[config.mk]
export PLATFORM = sky130hd
export DESIGN_NAME = countdown_dispatcher
export DESIGN_NICKNAME = d
export VERILOG_FILES = /design/src/rtl/countdown_dispatcher.sv
export SDC_FILE = /design/constraint.sdc
export NUM_CORES = 1
export LEC_CHECK = 0
export CORE_MARGIN = 10
export CORE_UTILIZATION = 51
export DETAILED_ROUTE_END_ITERATION = 16
export PLACE_DENSITY = 0.84
export SLEW_MARGIN = 20
export SYNTH_ARGS = -nofsm -noshare
export SYNTH_HDL_FRONTEND = slang
export SYNTH_SLANG_ARGS = --single-unit
[constraint.sdc]
create_clock -name clk -period 4 [get_ports clk]
set_input_delay 0.8 -clock clk [delete_from_list [all_inputs] [get_ports clk]]
set_output_delay 0.8 -clock clk [all_outputs]
set_load 0.05 [all_outputs]
[src/rtl/countdown_dispatcher.sv]
// countdown_dispatcher: emits batch indices N-1..0 on a valid/ready stream (auto-reload via COUNTDOWN_DISPATCH_AUTO_RELOAD_EN)
module countdown_dispatcher #(
  parameter int BITS = 8
) (
  input  logic            clk,
  input  logic            reset,
  input  logic            ld,
  input  logic [BITS-1:0] data_in,
  input  logic            abort,
  output logic            out_valid,
  input  logic            out_ready,
  output logic [BITS-1:0] out_idx,
  output logic [BITS-1:0] remaining,
  output logic            busy,
  output logic            done
);
  typedef enum logic [1:0] {IDLE, RUN, DONE} state_t;
  state_t state, state_n;
  logic [BITS-1:0] idx_n, rem_n;
  logic zero_ld, zero_ld_n;
`ifdef COUNTDOWN_DISPATCH_AUTO_RELOAD_EN
  logic [BITS-1:0] reload;
  // keep the last nonzero batch size so DONE can restart it
  always_ff @(posedge clk)
    if (reset) reload <= '0;
    else if (state == IDLE && ld && data_in != '0) reload <= data_in;
`endif
  assign out_valid = state == RUN;
  assign busy      = state != IDLE;
  assign done      = state == DONE;
  // state, index and count registers
  always_ff @(posedge clk)
    if (reset) begin
      state     <= IDLE;
      out_idx   <= '0;
      remaining <= '0;
      zero_ld   <= 1'b0;
    end else begin
      state     <= state_n;
      out_idx   <= idx_n;
      remaining <= rem_n;
      zero_ld   <= zero_ld_n;
    end
  // next-state and counter update; idx always tracks remaining-1 while running
  always_comb begin
    state_n   = state;
    idx_n     = out_idx;
    rem_n     = remaining;
    zero_ld_n = zero_ld;
    case (state)
      IDLE: if (ld) begin
        state_n   = data_in == '0 ? DONE : RUN;
        rem_n     = data_in;
        idx_n     = data_in == '0 ? '0 : data_in - 1'b1;
        zero_ld_n = data_in == '0;
      end
      RUN: if (abort) begin
        state_n = IDLE;
        rem_n   = '0;
        idx_n   = '0;
      end else if (out_ready) begin
        state_n = remaining == 1 ? DONE : RUN;
        rem_n   = remaining - 1'b1;
        idx_n   = remaining == 1 ? '0 : out_idx - 1'b1;
      end
      DONE: begin
`ifdef COUNTDOWN_DISPATCH_AUTO_RELOAD_EN
        state_n = zero_ld ? IDLE : RUN;
        rem_n   = zero_ld ? '0 : reload;
        idx_n   = zero_ld ? '0 : reload - 1'b1;
`else
        state_n = IDLE;
`endif
      end
      default: state_n = IDLE;
    endcase
  end
endmodule

==> summary.md <==
| Metric | Value |
|---|---|
| Mapped Area | 1210 um^2 |
| Top cells by count, synth | dfxtp_1 (18), nor2_1 (17), inv_1 (14) |
| Layout Area Growth over Synthesis | 27.8% |
| # DRC | 0 |
| Minimum clock period | around 3 ns |
| Leakage power | 0.582 nW |
| Seq/Total Area, Yosys | around 30% |
| CP endpoint kind | primary output |
| Clk pin slew, worst setup/hold paths | approximately 0.10 ns |
| Vias/cell | roughly 6.3 |
| Top-count cell post-synth | dfxtp_1 |
| First-pass GRT wire length | about 6000 um |
| CP max stage cell | clkdlybuf4s50_1 |
| Post-CTS Hold Fix Bufs | 0 |
| CTS root buffer | clkbuf_4 |
| # fillers | 209 |
| #FFs+latches synth | 18 |
| Wire per inst | approximately 16 um |
| Initial Utilization | 54.2% |
| Placer Congestion | between 0.9 and 1 |
| Post-Synthesis Cells | around 170 |
| Ys flop type | dfxtp_1 |
| Gr usage total | between 10% and 20% |
| Max-cap viol count | 0 |
| Critical Path AT | about 2.1 ns |
| Worst rel slew slack | about a third |
| Critical path type | reg -> out |
| N_diodes | 0 |
| Clk Latency, worst-skew pair | around 0.29 ns |
| Clock power share | between 15 and 20% |
| Worst hold slack | around 0.49 ns |
| Hold_sp | out_idx[3] |
| Post-synth EDFFs | 0 |
| Initial antenna violation count | 0 |
| Int Pwr | roughly 330 uW |
| Fin. Hold Viols | 0 |
| Die Height | 68.7 um |
| Worst slew pin tran | approximately 1 ns |
| Die Footprint | ~4700 um^2 |
| Detailed-route via count | about 1,400 |
| TritonRoute pass-1 iters | 5 |
| Status | completed |
| Overall power | around 570 uW |
| Placeable core area | roughly 2200 um^2 |
| Routed Antenna Nets | 0 |
| FF-to-FF Start | state[0] |
| Switching power total | between 200 and 250 uW |
| CTS tree | built |
| Min-Delay Path Class | reg -> reg |
| Syn_area_per_cell | between 7 and 8 um^2 |
| Syn Nets | 182 |
| CTS sink count | 18 |
| Max Clock Freq | 342 MHz |
| Number of global-route vias before repair | between 1,000 and 1,500 |
| Setup repair after global routing missed its margin | false |
| Largest stage delay, worst path | 0.82 ns |
| DP HPWL | ~2700 um |
| Crit-path cells | or2b_1 -> inv_1 -> clkdlybuf4s50_1 |
| Ys async rst share | 0% |
| Sw Share | ~42% |
| Comb power frac | between 40 and 50% |
| Yosys top cell area share | roughly 30% |
| GRT overflow | 0 |
| Die X | ~69 um |
| Crit Path Max Fanout | 11 |
| Top post-synthesis cells by area | dfxtp_1 (30%), a21oi_1 (5.4%), nor2_1 (5.3%) |
| Sequential Power Share | 38.5% |
| Startpoint types | register |
| Clock Path Buffers | 2 |
| Pwr dens | approximately 370 nW/um^2 |
| Nets | 210 |
| Drt initial violations | 94 |
| Post-CTS Setup Bufs | 0 |
| Syn. warnings | 0 |
| Post-synth cell types | 42 |
| H-tree Lvls | 1 |
| Layout cell share with drive strength beyond 1 | about 3.1% |
| Worst EP required | ~3.2 ns |
| I/O pin total | 32 |
| Rows | 17 |
| Number of buffers created by CTS | 3 |
| Peak VDD IR | about 0.0003 V |
| Pin count of the biggest net entering global routing | 18 |
| Final Max Tran Viols | 0 |
| Post-route clock period utilization | about three quarters |
| Clk_skew | 0.000627 ns |
| Post-route cell area | 1550 um^2 |
| PortBufs | 31 |
| Crit path from | state[0] |
| Final WL | approximately 3600 um |
| Final setup violation count | 0 |
| Dominant cell type by area after synthesis | dfxtp_1 |
| Placed cell areas | between 1500 and 2000 um^2 |
| Cells resized by post-CTS repair | 0 |
| Finished Core Util | 69.3% |
| Setup TNS | 0 ns |
[cell type report]
type	count	area (um^2)	area share, %
Multi-Input combinational cell	125	767	49.6
Sequential cell	18	360	23.3
Timing Repair Buffer	31	310	20.0
Inverter	14	52.6	3.40
Tap cell	28	35.0	2.26
Clock buffer	3	22.5	1.46
[worst max-delay path, delay by kind of cell (launching register included)]
family,cells,cell delay [ns]
and+or+nand+nor,1,0.41
DFF,1,0.47
buffers and inverters,2,0.96
[flip-flops by register name, summed over array words and instances, names as in the netlist]
name,flops
remaining,8
out_idx,8
state,2
[cells in the final DEF (no fill, tap or decap), types with 4 or more instances in the layout]
cell type and n:
a211oi_1 6, inv_1 14, o21ai_0 10, or4_1 4
nor2_1 17, nor3_1 10, nand2_1 12, a21oi_1 13
dfxtp_1 18, o21ai_1 4, ha_1 4, nor4_1 4
clkdlybuf4s50_1 31, a32o_1 4
[cell families (layout without fill, tap and decap cells)]
kind of cell / Yosys count / in the layout / synth area share [%]
buffers and inverters: 22 / 48 / 6.92
adders and majority gates: 4 / 4 / 4.13
xor gates and xnor gates: 3 / 3 / 2.17
and+or+nand+nor: 61 / 61 / 25.5
DFF: 18 / 18 / 29.8
muxes: 2 / 2 / 1.76
AOI/OAI and AO/OA: 55 / 55 / 29.8
[metrics by stage]
stage,setup WS (ns),instances
after floorplan,1.58,165
after global placement,1.08,216
after detailed placement,0.997,216
after CTS,1.07,219
after global routing,0.965,219
final,1.08,219
[worst paths after layout]
path | to | slack, ns | cells past startpoint
hold reg to reg | out_idx[3] | 0.49 | 2
hold / removal | out_idx[3] | 0.49 | 2
setup / recovery | out_valid | 1.08 | 3
setup reg to reg | out_idx[7] | 1.84 | 4
[per-layer routing]
| layer | global-route usage [%] | wire length, um | vias to the layer above |
|---|---|---|---|
| met5 | 0 | 0 | - |
| met3 | 4.35 | 276 | 4 |
| li1 | - | - | 664 |
| met4 | 3.94 | 29 | 0 |
| met1 | 20.5 | 1620 | 666 |
| met2 | 25.1 | 1660 | 41 |
[power groups by stage]
stage	combinational [mW]	sequential, mW	clock, mW
2_1_floorplan	0.120	0.275	0
3_3_place_gp	0.254	0.219	0
3_5_place_dp	0.256	0.221	0
4_1_cts	0.257	0.217	0.0921
5_1_grt	0.281	0.220	0.100
6_report	0.258	0.218	0.0896
Note: power is estimated with default switching activity, not from simulation.
